--- src/rtl/cc_matrix_max7219_tx_pkg.sv ---
// cc_matrix_max7219_tx shared definitions:
// MAX7219 register map, init table, FSM encoding.
package cc_matrix_max7219_tx_pkg;

  localparam logic [7:0] ADDR_DIGIT0    = 8'h01;
  localparam logic [7:0] ADDR_DECODE    = 8'h09;
  localparam logic [7:0] ADDR_INTENSITY = 8'h0A;
  localparam logic [7:0] ADDR_SCANLIMIT = 8'h0B;
  localparam logic [7:0] ADDR_SHUTDOWN  = 8'h0C;
  localparam logic [7:0] ADDR_TEST      = 8'h0F;

  localparam int INIT_WORDS  = 5;
  localparam int FRAME_WORDS = 8;

  typedef enum logic [2:0] {
    ST_INIT,
    ST_IDLE,
    ST_LOAD_WORD,
    ST_SHIFT,
    ST_LATCH
  } state_t;

  function automatic int word_cycles(int clkdiv);
    return 33 * clkdiv;
  endfunction

  function automatic logic [15:0] init_word(
    logic [2:0] idx,
    logic [3:0] intensity
  );
    logic [15:0] w;
    case (idx)
      3'd0:    w = {ADDR_TEST, 8'h00};
      3'd1:    w = {ADDR_DECODE, 8'h00};
      3'd2:    w = {ADDR_INTENSITY, 4'h0, intensity};
      3'd3:    w = {ADDR_SCANLIMIT, 8'h07};
      3'd4:    w = {ADDR_SHUTDOWN, 8'h01};
      default: w = 16'h0000;
    endcase
    return w;
  endfunction

endpackage

--- src/rtl/cc_matrix_max7219_tx_if.sv ---
// cc_matrix_max7219_tx frame handshake:
// eight row buses plus valid/ready and done.
interface cc_matrix_max7219_tx_if #(
  parameter int DW = 8
);
  logic [DW-1:0] CC_MATRIX_TX_ROW_0_In_Bus;
  logic [DW-1:0] CC_MATRIX_TX_ROW_1_In_Bus;
  logic [DW-1:0] CC_MATRIX_TX_ROW_2_In_Bus;
  logic [DW-1:0] CC_MATRIX_TX_ROW_3_In_Bus;
  logic [DW-1:0] CC_MATRIX_TX_ROW_4_In_Bus;
  logic [DW-1:0] CC_MATRIX_TX_ROW_5_In_Bus;
  logic [DW-1:0] CC_MATRIX_TX_ROW_6_In_Bus;
  logic [DW-1:0] CC_MATRIX_TX_ROW_7_In_Bus;
  logic          CC_MATRIX_TX_VALID_InHigh;
  logic          CC_MATRIX_TX_READY_OutHigh;
  logic          CC_MATRIX_TX_DONE_OutHigh;

  modport master (
    output CC_MATRIX_TX_ROW_0_In_Bus, CC_MATRIX_TX_ROW_1_In_Bus,
    output CC_MATRIX_TX_ROW_2_In_Bus, CC_MATRIX_TX_ROW_3_In_Bus,
    output CC_MATRIX_TX_ROW_4_In_Bus, CC_MATRIX_TX_ROW_5_In_Bus,
    output CC_MATRIX_TX_ROW_6_In_Bus, CC_MATRIX_TX_ROW_7_In_Bus,
    output CC_MATRIX_TX_VALID_InHigh,
    input  CC_MATRIX_TX_READY_OutHigh, CC_MATRIX_TX_DONE_OutHigh
  );

  modport slave (
    input  CC_MATRIX_TX_ROW_0_In_Bus, CC_MATRIX_TX_ROW_1_In_Bus,
    input  CC_MATRIX_TX_ROW_2_In_Bus, CC_MATRIX_TX_ROW_3_In_Bus,
    input  CC_MATRIX_TX_ROW_4_In_Bus, CC_MATRIX_TX_ROW_5_In_Bus,
    input  CC_MATRIX_TX_ROW_6_In_Bus, CC_MATRIX_TX_ROW_7_In_Bus,
    input  CC_MATRIX_TX_VALID_InHigh,
    output CC_MATRIX_TX_READY_OutHigh, CC_MATRIX_TX_DONE_OutHigh
  );
endinterface

--- src/rtl/cc_matrix_max7219_tx_shifter.sv ---
// 16-bit MAX7219 word serialiser: LOAD low for 16 bits,
// then LOAD high for one divider period as the word gap.
module cc_spi_word_shifter #(
  parameter int CLKDIV = 4
) (
  input  logic        clk,
  input  logic        rst_n,
  input  logic [15:0] word,
  input  logic        start,
  output logic        din,
  output logic        sclk,
  output logic        load,
  output logic        last,
  output logic        done
);

  localparam logic [7:0] DIV_MAX = 8'(CLKDIV - 1);

  logic        busy;
  logic        gap;
  logic [7:0]  div;
  logic [3:0]  bitcnt;
  logic [15:0] sr;

  assign din  = sr[15];
  assign last = busy & ~gap & sclk & (div == DIV_MAX)
              & (bitcnt == 4'd0);
  assign done = busy & gap & (div == DIV_MAX);

  // divider, bit counter and shift register; start wins over all
  always_ff @(posedge clk) begin
    if (!rst_n) begin
      busy   <= 1'b0;
      gap    <= 1'b0;
      div    <= 8'd0;
      bitcnt <= 4'd15;
      sr     <= 16'h0000;
      sclk   <= 1'b0;
      load   <= 1'b1;
    end else if (start) begin
      busy   <= 1'b1;
      gap    <= 1'b0;
      div    <= 8'd0;
      bitcnt <= 4'd15;
      sr     <= word;
      sclk   <= 1'b0;
      load   <= 1'b0;
    end else if (busy) begin
      if (div == DIV_MAX) begin
        div <= 8'd0;
        if (gap) begin
          busy <= 1'b0;
          gap  <= 1'b0;
        end else if (!sclk) begin
          sclk <= 1'b1;
        end else begin
          sclk <= 1'b0;
          sr   <= {sr[14:0], 1'b0};
          if (bitcnt == 4'd0) begin
            load <= 1'b1;
            gap  <= 1'b1;
          end else begin
            bitcnt <= bitcnt - 4'd1;
          end
        end
      end else begin
        div <= div + 8'd1;
      end
    end
  end

endmodule

--- src/rtl/cc_matrix_max7219_tx.sv ---
// MAX7219 transmit end: sends the init words after reset,
// then serialises each accepted 8-row frame as digit words.
module cc_matrix_max7219_tx
  import cc_matrix_max7219_tx_pkg::*;
#(
  parameter int         DATAWIDTH_BUS = 8,
  parameter int         CLKDIV        = 4,
  parameter logic [3:0] INTENSITY     = 4'h8
) (
  input  logic                  CC_MATRIX_TX_CLOCK_50,
  input  logic                  CC_MATRIX_TX_RESET_InLow,
  cc_matrix_max7219_tx_if.slave bus,
  output logic                  CC_MATRIX_TX_DIN_Out,
  output logic                  CC_MATRIX_TX_CLK_Out,
  output logic                  CC_MATRIX_TX_LOAD_Out
);

  logic clk;
  logic rst_n;
  assign clk   = CC_MATRIX_TX_CLOCK_50;
  assign rst_n = CC_MATRIX_TX_RESET_InLow;

  state_t state, nxt_state;
  logic [2:0] idx, nxt_idx;
  logic       init_q, nxt_init;
  logic       done_q, nxt_done;
  logic       start, cap, last_word;
  logic       sh_last, sh_done;
  logic [15:0] word;
  logic [DATAWIDTH_BUS-1:0] row_sel;
  logic [7:0][DATAWIDTH_BUS-1:0] rows_in, fbuf;

  assign rows_in[0] = bus.CC_MATRIX_TX_ROW_0_In_Bus;
  assign rows_in[1] = bus.CC_MATRIX_TX_ROW_1_In_Bus;
  assign rows_in[2] = bus.CC_MATRIX_TX_ROW_2_In_Bus;
  assign rows_in[3] = bus.CC_MATRIX_TX_ROW_3_In_Bus;
  assign rows_in[4] = bus.CC_MATRIX_TX_ROW_4_In_Bus;
  assign rows_in[5] = bus.CC_MATRIX_TX_ROW_5_In_Bus;
  assign rows_in[6] = bus.CC_MATRIX_TX_ROW_6_In_Bus;
  assign rows_in[7] = bus.CC_MATRIX_TX_ROW_7_In_Bus;

  assign bus.CC_MATRIX_TX_READY_OutHigh = (state == ST_IDLE);
  assign bus.CC_MATRIX_TX_DONE_OutHigh  = done_q;

  // FSM state, word index, init/frame mode and done pulse
  always_ff @(posedge clk) begin
    if (!rst_n) begin
      state  <= ST_INIT;
      idx    <= 3'd0;
      init_q <= 1'b1;
      done_q <= 1'b0;
    end else begin
      state  <= nxt_state;
      idx    <= nxt_idx;
      init_q <= nxt_init;
      done_q <= nxt_done;
    end
  end

  // frame buffer: rows are frozen on the accept edge
  always_ff @(posedge clk) begin
    if (cap) fbuf <= rows_in;
  end

  // next state; start fires on the cycle before LOAD falls
  always_comb begin
    nxt_state = state;
    nxt_idx   = idx;
    nxt_init  = init_q;
    nxt_done  = 1'b0;
    start     = 1'b0;
    cap       = 1'b0;
    last_word = init_q ? (idx == 3'(INIT_WORDS - 1))
                       : (idx == 3'(FRAME_WORDS - 1));
    unique case (state)
      ST_INIT: begin
        start     = 1'b1;
        nxt_idx   = 3'd0;
        nxt_init  = 1'b1;
        nxt_state = ST_LOAD_WORD;
      end
      ST_IDLE: begin
        if (bus.CC_MATRIX_TX_VALID_InHigh) begin
          start     = 1'b1;
          cap       = 1'b1;
          nxt_idx   = 3'd0;
          nxt_init  = 1'b0;
          nxt_state = ST_LOAD_WORD;
        end
      end
      ST_LOAD_WORD: nxt_state = ST_SHIFT;
      ST_SHIFT: begin
        if (sh_last) nxt_state = ST_LATCH;
      end
      ST_LATCH: begin
        if (sh_done) begin
          if (last_word) begin
            nxt_state = ST_IDLE;
            nxt_done  = ~init_q;
          end else begin
            start     = 1'b1;
            nxt_idx   = idx + 3'd1;
            nxt_state = ST_LOAD_WORD;
          end
        end
      end
      default: nxt_state = ST_INIT;
    endcase
    row_sel = cap ? rows_in[nxt_idx] : fbuf[nxt_idx];
    word    = nxt_init ? init_word(nxt_idx, INTENSITY)
                       : {ADDR_DIGIT0 + 8'(nxt_idx), row_sel};
  end

  cc_spi_word_shifter #(
    .CLKDIV(CLKDIV)
  ) u_shifter (
    .clk   (clk),
    .rst_n (rst_n),
    .word  (word),
    .start (start),
    .din   (CC_MATRIX_TX_DIN_Out),
    .sclk  (CC_MATRIX_TX_CLK_Out),
    .load  (CC_MATRIX_TX_LOAD_Out),
    .last  (sh_last),
    .done  (sh_done)
  );

endmodule

--- src/flat_wrapper.sv ---
// flat-port wrapper written by rule: the top's interface ports become plain ports
module cc_matrix_max7219_tx_flat import cc_matrix_max7219_tx_pkg::*;
#(
  parameter int         DATAWIDTH_BUS = 8,
  parameter int         CLKDIV        = 4,
  parameter logic [3:0] INTENSITY     = 4'h8
)
  (CC_MATRIX_TX_CLOCK_50, CC_MATRIX_TX_RESET_InLow, CC_MATRIX_TX_DIN_Out, CC_MATRIX_TX_CLK_Out, CC_MATRIX_TX_LOAD_Out, bus_CC_MATRIX_TX_ROW_0_In_Bus, bus_CC_MATRIX_TX_ROW_1_In_Bus, bus_CC_MATRIX_TX_ROW_2_In_Bus, bus_CC_MATRIX_TX_ROW_3_In_Bus, bus_CC_MATRIX_TX_ROW_4_In_Bus, bus_CC_MATRIX_TX_ROW_5_In_Bus, bus_CC_MATRIX_TX_ROW_6_In_Bus, bus_CC_MATRIX_TX_ROW_7_In_Bus, bus_CC_MATRIX_TX_VALID_InHigh, bus_CC_MATRIX_TX_READY_OutHigh, bus_CC_MATRIX_TX_DONE_OutHigh);
  cc_matrix_max7219_tx_if bus_i ();
  input  logic CC_MATRIX_TX_CLOCK_50;
  input  logic CC_MATRIX_TX_RESET_InLow;
  output logic CC_MATRIX_TX_DIN_Out;
  output logic CC_MATRIX_TX_CLK_Out;
  output logic CC_MATRIX_TX_LOAD_Out;
  input wire logic [$bits(bus_i.CC_MATRIX_TX_ROW_0_In_Bus)-1:0] bus_CC_MATRIX_TX_ROW_0_In_Bus;
  input wire logic [$bits(bus_i.CC_MATRIX_TX_ROW_1_In_Bus)-1:0] bus_CC_MATRIX_TX_ROW_1_In_Bus;
  input wire logic [$bits(bus_i.CC_MATRIX_TX_ROW_2_In_Bus)-1:0] bus_CC_MATRIX_TX_ROW_2_In_Bus;
  input wire logic [$bits(bus_i.CC_MATRIX_TX_ROW_3_In_Bus)-1:0] bus_CC_MATRIX_TX_ROW_3_In_Bus;
  input wire logic [$bits(bus_i.CC_MATRIX_TX_ROW_4_In_Bus)-1:0] bus_CC_MATRIX_TX_ROW_4_In_Bus;
  input wire logic [$bits(bus_i.CC_MATRIX_TX_ROW_5_In_Bus)-1:0] bus_CC_MATRIX_TX_ROW_5_In_Bus;
  input wire logic [$bits(bus_i.CC_MATRIX_TX_ROW_6_In_Bus)-1:0] bus_CC_MATRIX_TX_ROW_6_In_Bus;
  input wire logic [$bits(bus_i.CC_MATRIX_TX_ROW_7_In_Bus)-1:0] bus_CC_MATRIX_TX_ROW_7_In_Bus;
  input wire logic [$bits(bus_i.CC_MATRIX_TX_VALID_InHigh)-1:0] bus_CC_MATRIX_TX_VALID_InHigh;
  output wire logic [$bits(bus_i.CC_MATRIX_TX_READY_OutHigh)-1:0] bus_CC_MATRIX_TX_READY_OutHigh;
  output wire logic [$bits(bus_i.CC_MATRIX_TX_DONE_OutHigh)-1:0] bus_CC_MATRIX_TX_DONE_OutHigh;
  assign bus_i.CC_MATRIX_TX_ROW_0_In_Bus = bus_CC_MATRIX_TX_ROW_0_In_Bus;
  assign bus_i.CC_MATRIX_TX_ROW_1_In_Bus = bus_CC_MATRIX_TX_ROW_1_In_Bus;
  assign bus_i.CC_MATRIX_TX_ROW_2_In_Bus = bus_CC_MATRIX_TX_ROW_2_In_Bus;
  assign bus_i.CC_MATRIX_TX_ROW_3_In_Bus = bus_CC_MATRIX_TX_ROW_3_In_Bus;
  assign bus_i.CC_MATRIX_TX_ROW_4_In_Bus = bus_CC_MATRIX_TX_ROW_4_In_Bus;
  assign bus_i.CC_MATRIX_TX_ROW_5_In_Bus = bus_CC_MATRIX_TX_ROW_5_In_Bus;
  assign bus_i.CC_MATRIX_TX_ROW_6_In_Bus = bus_CC_MATRIX_TX_ROW_6_In_Bus;
  assign bus_i.CC_MATRIX_TX_ROW_7_In_Bus = bus_CC_MATRIX_TX_ROW_7_In_Bus;
  assign bus_i.CC_MATRIX_TX_VALID_InHigh = bus_CC_MATRIX_TX_VALID_InHigh;
  assign bus_CC_MATRIX_TX_READY_OutHigh = bus_i.CC_MATRIX_TX_READY_OutHigh;
  assign bus_CC_MATRIX_TX_DONE_OutHigh = bus_i.CC_MATRIX_TX_DONE_OutHigh;
  cc_matrix_max7219_tx #(.DATAWIDTH_BUS(DATAWIDTH_BUS), .CLKDIV(CLKDIV), .INTENSITY(INTENSITY)) u_core (.CC_MATRIX_TX_CLOCK_50(CC_MATRIX_TX_CLOCK_50), .CC_MATRIX_TX_RESET_InLow(CC_MATRIX_TX_RESET_InLow), .bus(bus_i), .CC_MATRIX_TX_DIN_Out(CC_MATRIX_TX_DIN_Out), .CC_MATRIX_TX_CLK_Out(CC_MATRIX_TX_CLK_Out), .CC_MATRIX_TX_LOAD_Out(CC_MATRIX_TX_LOAD_Out));
endmodule
--- config.mk ---
export PLATFORM = sky130hd
export DESIGN_NAME = cc_matrix_max7219_tx_flat
export DESIGN_NICKNAME = d
export VERILOG_FILES = /design/src/rtl/cc_matrix_max7219_tx_pkg.sv /design/src/rtl/cc_matrix_max7219_tx_if.sv /design/src/rtl/cc_matrix_max7219_tx_shifter.sv /design/src/rtl/cc_matrix_max7219_tx.sv /design/src/flat_wrapper.sv
export SDC_FILE = /design/constraint.sdc
export NUM_CORES = 1
export LEC_CHECK = 0
export ABC_AREA = 1
export CAP_MARGIN = 20
export CORE_ASPECT_RATIO = 1.1
export CORE_MARGIN = 5
export CORE_UTILIZATION = 40
export DETAILED_ROUTE_END_ITERATION = 16
export GPL_TIMING_DRIVEN = 0
export PLACE_DENSITY = 0.66
export RECOVER_POWER = 50
export SLEW_MARGIN = 20
export SYNTH_ARGS = -nofsm -noshare
export SYNTH_HDL_FRONTEND = slang
export SYNTH_SLANG_ARGS = --single-unit
--- constraint.sdc ---
create_clock -name CC_MATRIX_TX_CLOCK_50 -period 4.4 [get_ports CC_MATRIX_TX_CLOCK_50]
set_clock_uncertainty 0.1 [all_clocks]
set_input_delay 0.88 -clock CC_MATRIX_TX_CLOCK_50 [delete_from_list [all_inputs] [get_ports CC_MATRIX_TX_CLOCK_50]]
set_output_delay 0.88 -clock CC_MATRIX_TX_CLOCK_50 [all_outputs]
set_load 0.02 [all_outputs]
==> results_dict.tcl, run 1 <==
set metrics [dict create \
    final_area_um2 6060 \
    clk_latency_ns 0.35 \
    post-place-ws_ns 0.645 \
    startpoint_type "input pin" \
    crit_fanout 73 \
    layout_commonest_cell "nand2_1" \
    fmax_mhz 280 \
    synth_area_um2 4870 \
    via_count 3940 \
    grt_pass1_wl_mm 18.2 \
    r2r_cells 19 \
    power.leakage_nw 2.44 \
    cts_hold_buf 0 \
    power.density_nw_per_um2 428 \
    die_w_um 115 \
    dieArea_um2 14500 \
    cp_slowest_stage_delay_ns 0.73 \
    layout_common_cells "nand2_1, nand3_1, dlygate4sd3_1" \
    endpoint "u_core.u_shifter.sr[3]" \
    routedWlPerCell_um 13.9 \
    rsz0062_at_grt "false" \
    tritoncts "done" \
    portBuffers 71 \
    cpLargestDelayFamily "buffers and inverters" \
    root_buffer "clkbuf_16" \
    drive_above_1_share 0.0762 \
    min_period_over_period 0.812 \
    synth_cells 543 \
    hold_viol_final 0 \
    synthTopCellsByArea "edfxtp_1, dfxtp_1, nand2_1, nand3_1, inv_1" \
    busiest_layer "met2" \
    area_growth_pct 24.4 \
    worst-path-stages 9 \
    tns_ns 0 \
    crit_type "input pin to flip-flop" \
    worst-path-buf-inv 2 \
    firstDrtPassIters 4 \
    n_antenna_cell 0 \
    synth_nets 619 \
    core_um2 12000 \
    critPathMostFrequentCell "nand2_1" \
    slew-limit-headroom 0.425 \
    slew_violations 0 \
    use_met2 0.273 \
    post-synth-top-area-cell "edfxtp_1" \
    period_needed_ns 3.57 \
    place_area_um2 5780 \
    tightestPinTransition_ns 0.863 \
    setup_viol 0 \
    grt_usage 0.157 \
    grt_pass1_vias 4019 \
    cp_slowest_cell "inv_4" \
    h-tree-depth 3 \
    r2r_slack_ns 1.20 \
    fin_cells 784 \
    final_nets 701 \
    use_met3 0.0355 \
    worst_hold_slack_ns 0.363 \
    cap_violations 0 \
    startpoint "bus_CC_MATRIX_TX_VALID_InHigh" \
    yosysUniqueCellTypes 40 \
    cts_buffer_depth 2 \
    die_y_um 126 \
    routed_via_density 5.03 \
    worstSetupEndpointType "flip-flop" \
    crit_arrival_ns 3.75 \
    ys_seq_area_frac 0.559 \
    rows 42 \
    clkTransAtPathRegs_ns 0.07 \
    status "completed" \
    cts_resized 0 \
    synth.top_cell.area_share 0.394 \
    dp.cells 768 \
    ys_warn_count 0 \
    r2r-end "u_core.u_shifter.sr[8]" \
    r2r_start "u_core.u_shifter.div[0]" \
    io_pins 72 \
    grt_overflow_total 0 \
    required_ns 4.58 \
    hold_class "flip-flop to flip-flop" \
    syn_area_per_cell_um2 8.97 \
    antenna_found_initial 0 \
    ant_nets 0 \
    gp_congestion 0.845 \
    hpwl_mm 7.84 \
    ys_ff_latch 104 \
    crit_chain "dlygate4sd3_1, nand2_1, inv_4, o22ai_1, nor2_2, nand3_1, nand2_1, nand2_1, a21oi_1" \
    tritoncts.num_buffers 9 \
    remaining_drc_errors 0 \
    grt_max_degree 74 \
    fin_ws_ns 0.827 \
    drtIter0Drc 152 \
    initial_core_util 0.407 \
    ir_drop_mv 0.223 \
    clock_sinks 104 \
    routed_wl_mm 10.9 \
    cts_setup_buffers 0 \
    met1_usage 0.183 \
]
==> cell type report <==
| cell class | instances | area (um^2) |
|---|---|---|
| sequential | 104 | 2720 |
| multi-input combinational | 358 | 1800 |
| buffer | 20 | 105 |
| tap | 154 | 193 |
| inverter | 61 | 231 |
| clock inverter | 5 | 63.8 |
| clock buffer | 11 | 233 |
| timing repair buffer | 71 | 711 |
| fill | 1138 | 5920 |
==> cell families after synthesis <==
logic type | Yosys count | synth area share
XOR/XNOR | 6 | 0.0108
AND/OR/NAND/NOR | 269 | 0.249
buffers and inverters | 81 | 0.0696
AO/OA/AOI/OAI | 74 | 0.0888
flip-flops | 104 | 0.559
adder cells (fa/ha/maj) | 9 | 0.0231
==> power breakdown <==
part           internal, W  switching [W]
clock             0.000448       0.000361
sequential         0.00120      0.0000531
combinational     0.000183       0.000353
total              0.00183       0.000767
==> metal layers <==
layer | routed length [um] | share of wire
met1 | 4690 | 0.43
met2 | 5450 | 0.50
met3 | 552 | 0.051
met4 | 184 | 0.017
met5 | 0 | 0
==> flip-flops by register name (all words and copies together), names as in the netlist <==
signal	flops
u_core.bus.CC_MATRIX_TX_DONE_OutHigh	1
u_core.fbuf	64
u_core.idx	3
u_core.init_q	1
u_core.state	3
u_core.u_shifter.bitcnt	4
u_core.u_shifter.busy	1
u_core.u_shifter.div	8
u_core.u_shifter.gap	1
u_core.u_shifter.load	1
u_core.u_shifter.sclk	1
u_core.u_shifter.sr	16
==> cells in the mapped netlist, drive strengths merged <==
master / instances
o22ai: 1
ha: 9
buf: 14
xor2: 4
o21a: 1
o311ai: 2
a311oi: 1
nand2: 143
a21oi: 24
a211oi: 1
nand4: 6
dfxtp: 40
edfxtp: 64
xnor2: 2
inv: 61
clkbuf: 6
a221oi: 3
a22oi: 1
o211ai: 10
nor2: 38
a31oi: 2
and3b: 1
nor4: 1
o21ai: 27
nand3: 75
nor3b: 1
a22o: 1
or2: 1
nor3: 3
==> worst register-to-register path: stages, from the launching register on <==
cell and delay, ns:
dfxtp_1 0.37, ha_1 0.20, nand2_1 0.10, nor2_4 0.18, nand2_2 0.09, nand2_2 0.11
nand3_1 0.13, nand2_1 0.09, nand2_1 0.07, inv_2 0.13, clkbuf_1 0.53, ha_1 0.27
inv_1 0.06, nand2_1 0.06, o21ai_0 0.10, nand3_1 0.11, nand2_1 0.08, nor2_1 0.15
nand2_1 0.09, a31oi_1 0.13
==> through the flow <==
stage               total power (W)  utilization
floorplan                   0.00162            -
finish                      0.00259        0.506
detailed placement          0.00182        0.482
CTS                         0.00263        0.507
global placement            0.00181        0.482
global route                0.00274        0.506
==> worst min-delay path by stage <==
stage	from	endpoint	slack, ns	cells past startpoint
CTS	u_core.u_shifter.sr[14]	u_core.u_shifter.sr[15]	0.37	2
global route	u_core.u_shifter.sr[13]	u_core.u_shifter.sr[13]	0.41	2
finish	u_core.u_shifter.sr[14]	u_core.u_shifter.sr[15]	0.36	2
floorplan	u_core.u_shifter.sr[14]	u_core.u_shifter.sr[15]	0.34	2
detailed placement	u_core.u_shifter.sr[14]	u_core.u_shifter.sr[15]	0.36	2
global placement	u_core.u_shifter.sr[14]	u_core.u_shifter.sr[15]	0.35	2
Note: power is estimated with default switching activity, not from simulation.
==> run 2: changes to the inputs <==
clock period = 3.4 ns   (was 4.4 ns; I/O delays follow)
==> results_dict.tcl, run 2 (synthesis results as in run 1) <==
set metrics [dict create \
    h-tree-depth 3 \
    hold_class "flip-flop to flip-flop" \
    cts_buffer_depth 2 \
    period_needed_ns 3.17 \
    hold_viol_final 0 \
    crit_type "input pin to flip-flop" \
    hpwl_mm 7.84 \
    layout_common_cells "nand2_1, nand3_1, dlygate4sd3_1" \
    layout_commonest_cell "nand2_1" \
    r2r_slack_ns 0.43 \
    crit_fanout 73 \
    power.density_nw_per_um2 553 \
    startpoint_type "input pin" \
    tns_ns 0 \
    portBuffers 71 \
    tritoncts "done" \
    largest_reg_flops 64 \
    root_buffer "clkbuf_16" \
    status "completed" \
    rsz0062_at_grt "false" \
    r2r_start "u_core.state[2]" \
    r2r_cells 11 \
    min-delay-start "u_core.u_shifter.sr[14]" \
    fmax_mhz 315 \
    worstHoldEndpoint "u_core.u_shifter.sr[15]" \
    tritoncts.num_buffers 9 \
    dieArea_um2 14500 \
    clock_sinks 104 \
    power_w 0.00336 \
    remaining_drc_errors 0 \
    routed_via_density 5.04 \
    slew_violations 0 \
    r2r-end "u_core.u_shifter.sr[3]" \
    final_nets 701 \
    cap_violations 0 \
    hold_depth 2 \
    worstSetupEndpointType "flip-flop" \
    drive_above_1_share 0.0810 \
    core_um2 12000 \
    critPathMostFrequentCell "nand2_1" \
    antenna_found_initial 0 \
    clk_latency_ns 0.35 \
    worst_hold_slack_ns 0.363 \
    top_regs "u_core.fbuf (64), u_core.u_shifter.sr (16), u_core.u_shifter.div (8)" \
    firstDrtPassIters 5 \
    die_y_um 126 \
    io_pins 72 \
    cp_slowest_cell "inv_4" \
    cts_hold_buf 0 \
    setup_viol 0 \
    crit_arrival_ns 3.35 \
    cts_setup_buffers 0 \
    cts_resized 0 \
    min_period_over_period 0.933 \
    final_area_um2 6070 \
    grt_pass1_wl_mm 18.2 \
    n_antenna_cell 0 \
    ant_nets 0 \
    area_growth_pct 24.5 \
    worst-path-buf-inv 2 \
    required_ns 3.58 \
    routed_wl_mm 10.9 \
    place_area_um2 5780 \
    crit_chain "clkdlybuf4s50_1, nand2_2, inv_4, o22ai_1, nor2_2, nand3_1, nand2_1, nand2_1, a21oi_1" \
    ir_drop_mv 0.289 \
    gp_congestion 0.845 \
    clkTransAtPathRegs_ns 0.07 \
    regMostFlops "u_core.fbuf" \
    grt_overflow_total 0 \
    die_w_um 115 \
    drtIter0Drc 151 \
    cpLargestDelayFamily "buffers and inverters" \
    rows 42 \
    routedWlPerCell_um 13.9 \
    grt_usage 0.157 \
    via_count 3948 \
    cp_slowest_stage_delay_ns 0.66 \
    tightestPinTransition_ns 0.861 \
    grt_max_degree 74 \
    grt_pass1_vias 4019 \
    power.leakage_nw 2.45 \
    slew-limit-headroom 0.426 \
    initial_core_util 0.407 \
]
[run 2: power breakdown]
part           switching, W  internal, W  total, W
sequential        0.0000685      0.00155   0.00162
combinational      0.000456     0.000238  0.000694
clock              0.000468     0.000580   0.00105
[run 2: worst max path at each step]
stage | from | slack, ns | depth (start not counted) | endpoint
global placement | bus_CC_MATRIX_TX_VALID_InHigh | -0.65 | 9 | u_core.u_shifter.sr[3]
global route | bus_CC_MATRIX_TX_VALID_InHigh | 0.008 | 9 | u_core.u_shifter.sr[1]
CTS | bus_CC_MATRIX_TX_VALID_InHigh | 0.20 | 9 | u_core.u_shifter.sr[3]
detailed placement | bus_CC_MATRIX_TX_VALID_InHigh | -0.15 | 9 | u_core.u_shifter.sr[3]
floorplan | u_core.state[2] | 0.61 | 10 | u_core.u_shifter.sr[9]
finish | bus_CC_MATRIX_TX_VALID_InHigh | 0.23 | 9 | u_core.u_shifter.sr[3]
[run 2: metal layers]
layer	share of wire	GRT usage
met4	0.025	0.0691
met5	0	0
met2	0.50	0.273
met1	0.43	0.183
met3	0.048	0.0355
[run 2: worst min-delay path: stages (launching register included)]
cell and delay [ns]:
dfxtp_1 0.30, inv_1 0.06, a211oi_1 0.06
[run 2: final cells by class]
type                    instances  area, um^2
fillers                      1138        5910
flip-flops and latches        104        2720
multi-input cells             358        1810
repair buffers                 71         711
clock buffers                  11         233
inverters                      61         231
well taps                     154         193
plain buffers                  20         108
clock inverters                 5        63.8
[run 2: metrics by stage]
step | setup slack, ns | utilization | instances
2_1_floorplan | 0.610 | - | 543
3_3_place_gp | -0.650 | 0.482 | 768
3_5_place_dp | -0.155 | 0.482 | 768
4_1_cts | 0.204 | 0.507 | 784
5_1_grt | 0.00782 | 0.506 | 784
6_report | 0.227 | 0.506 | 784
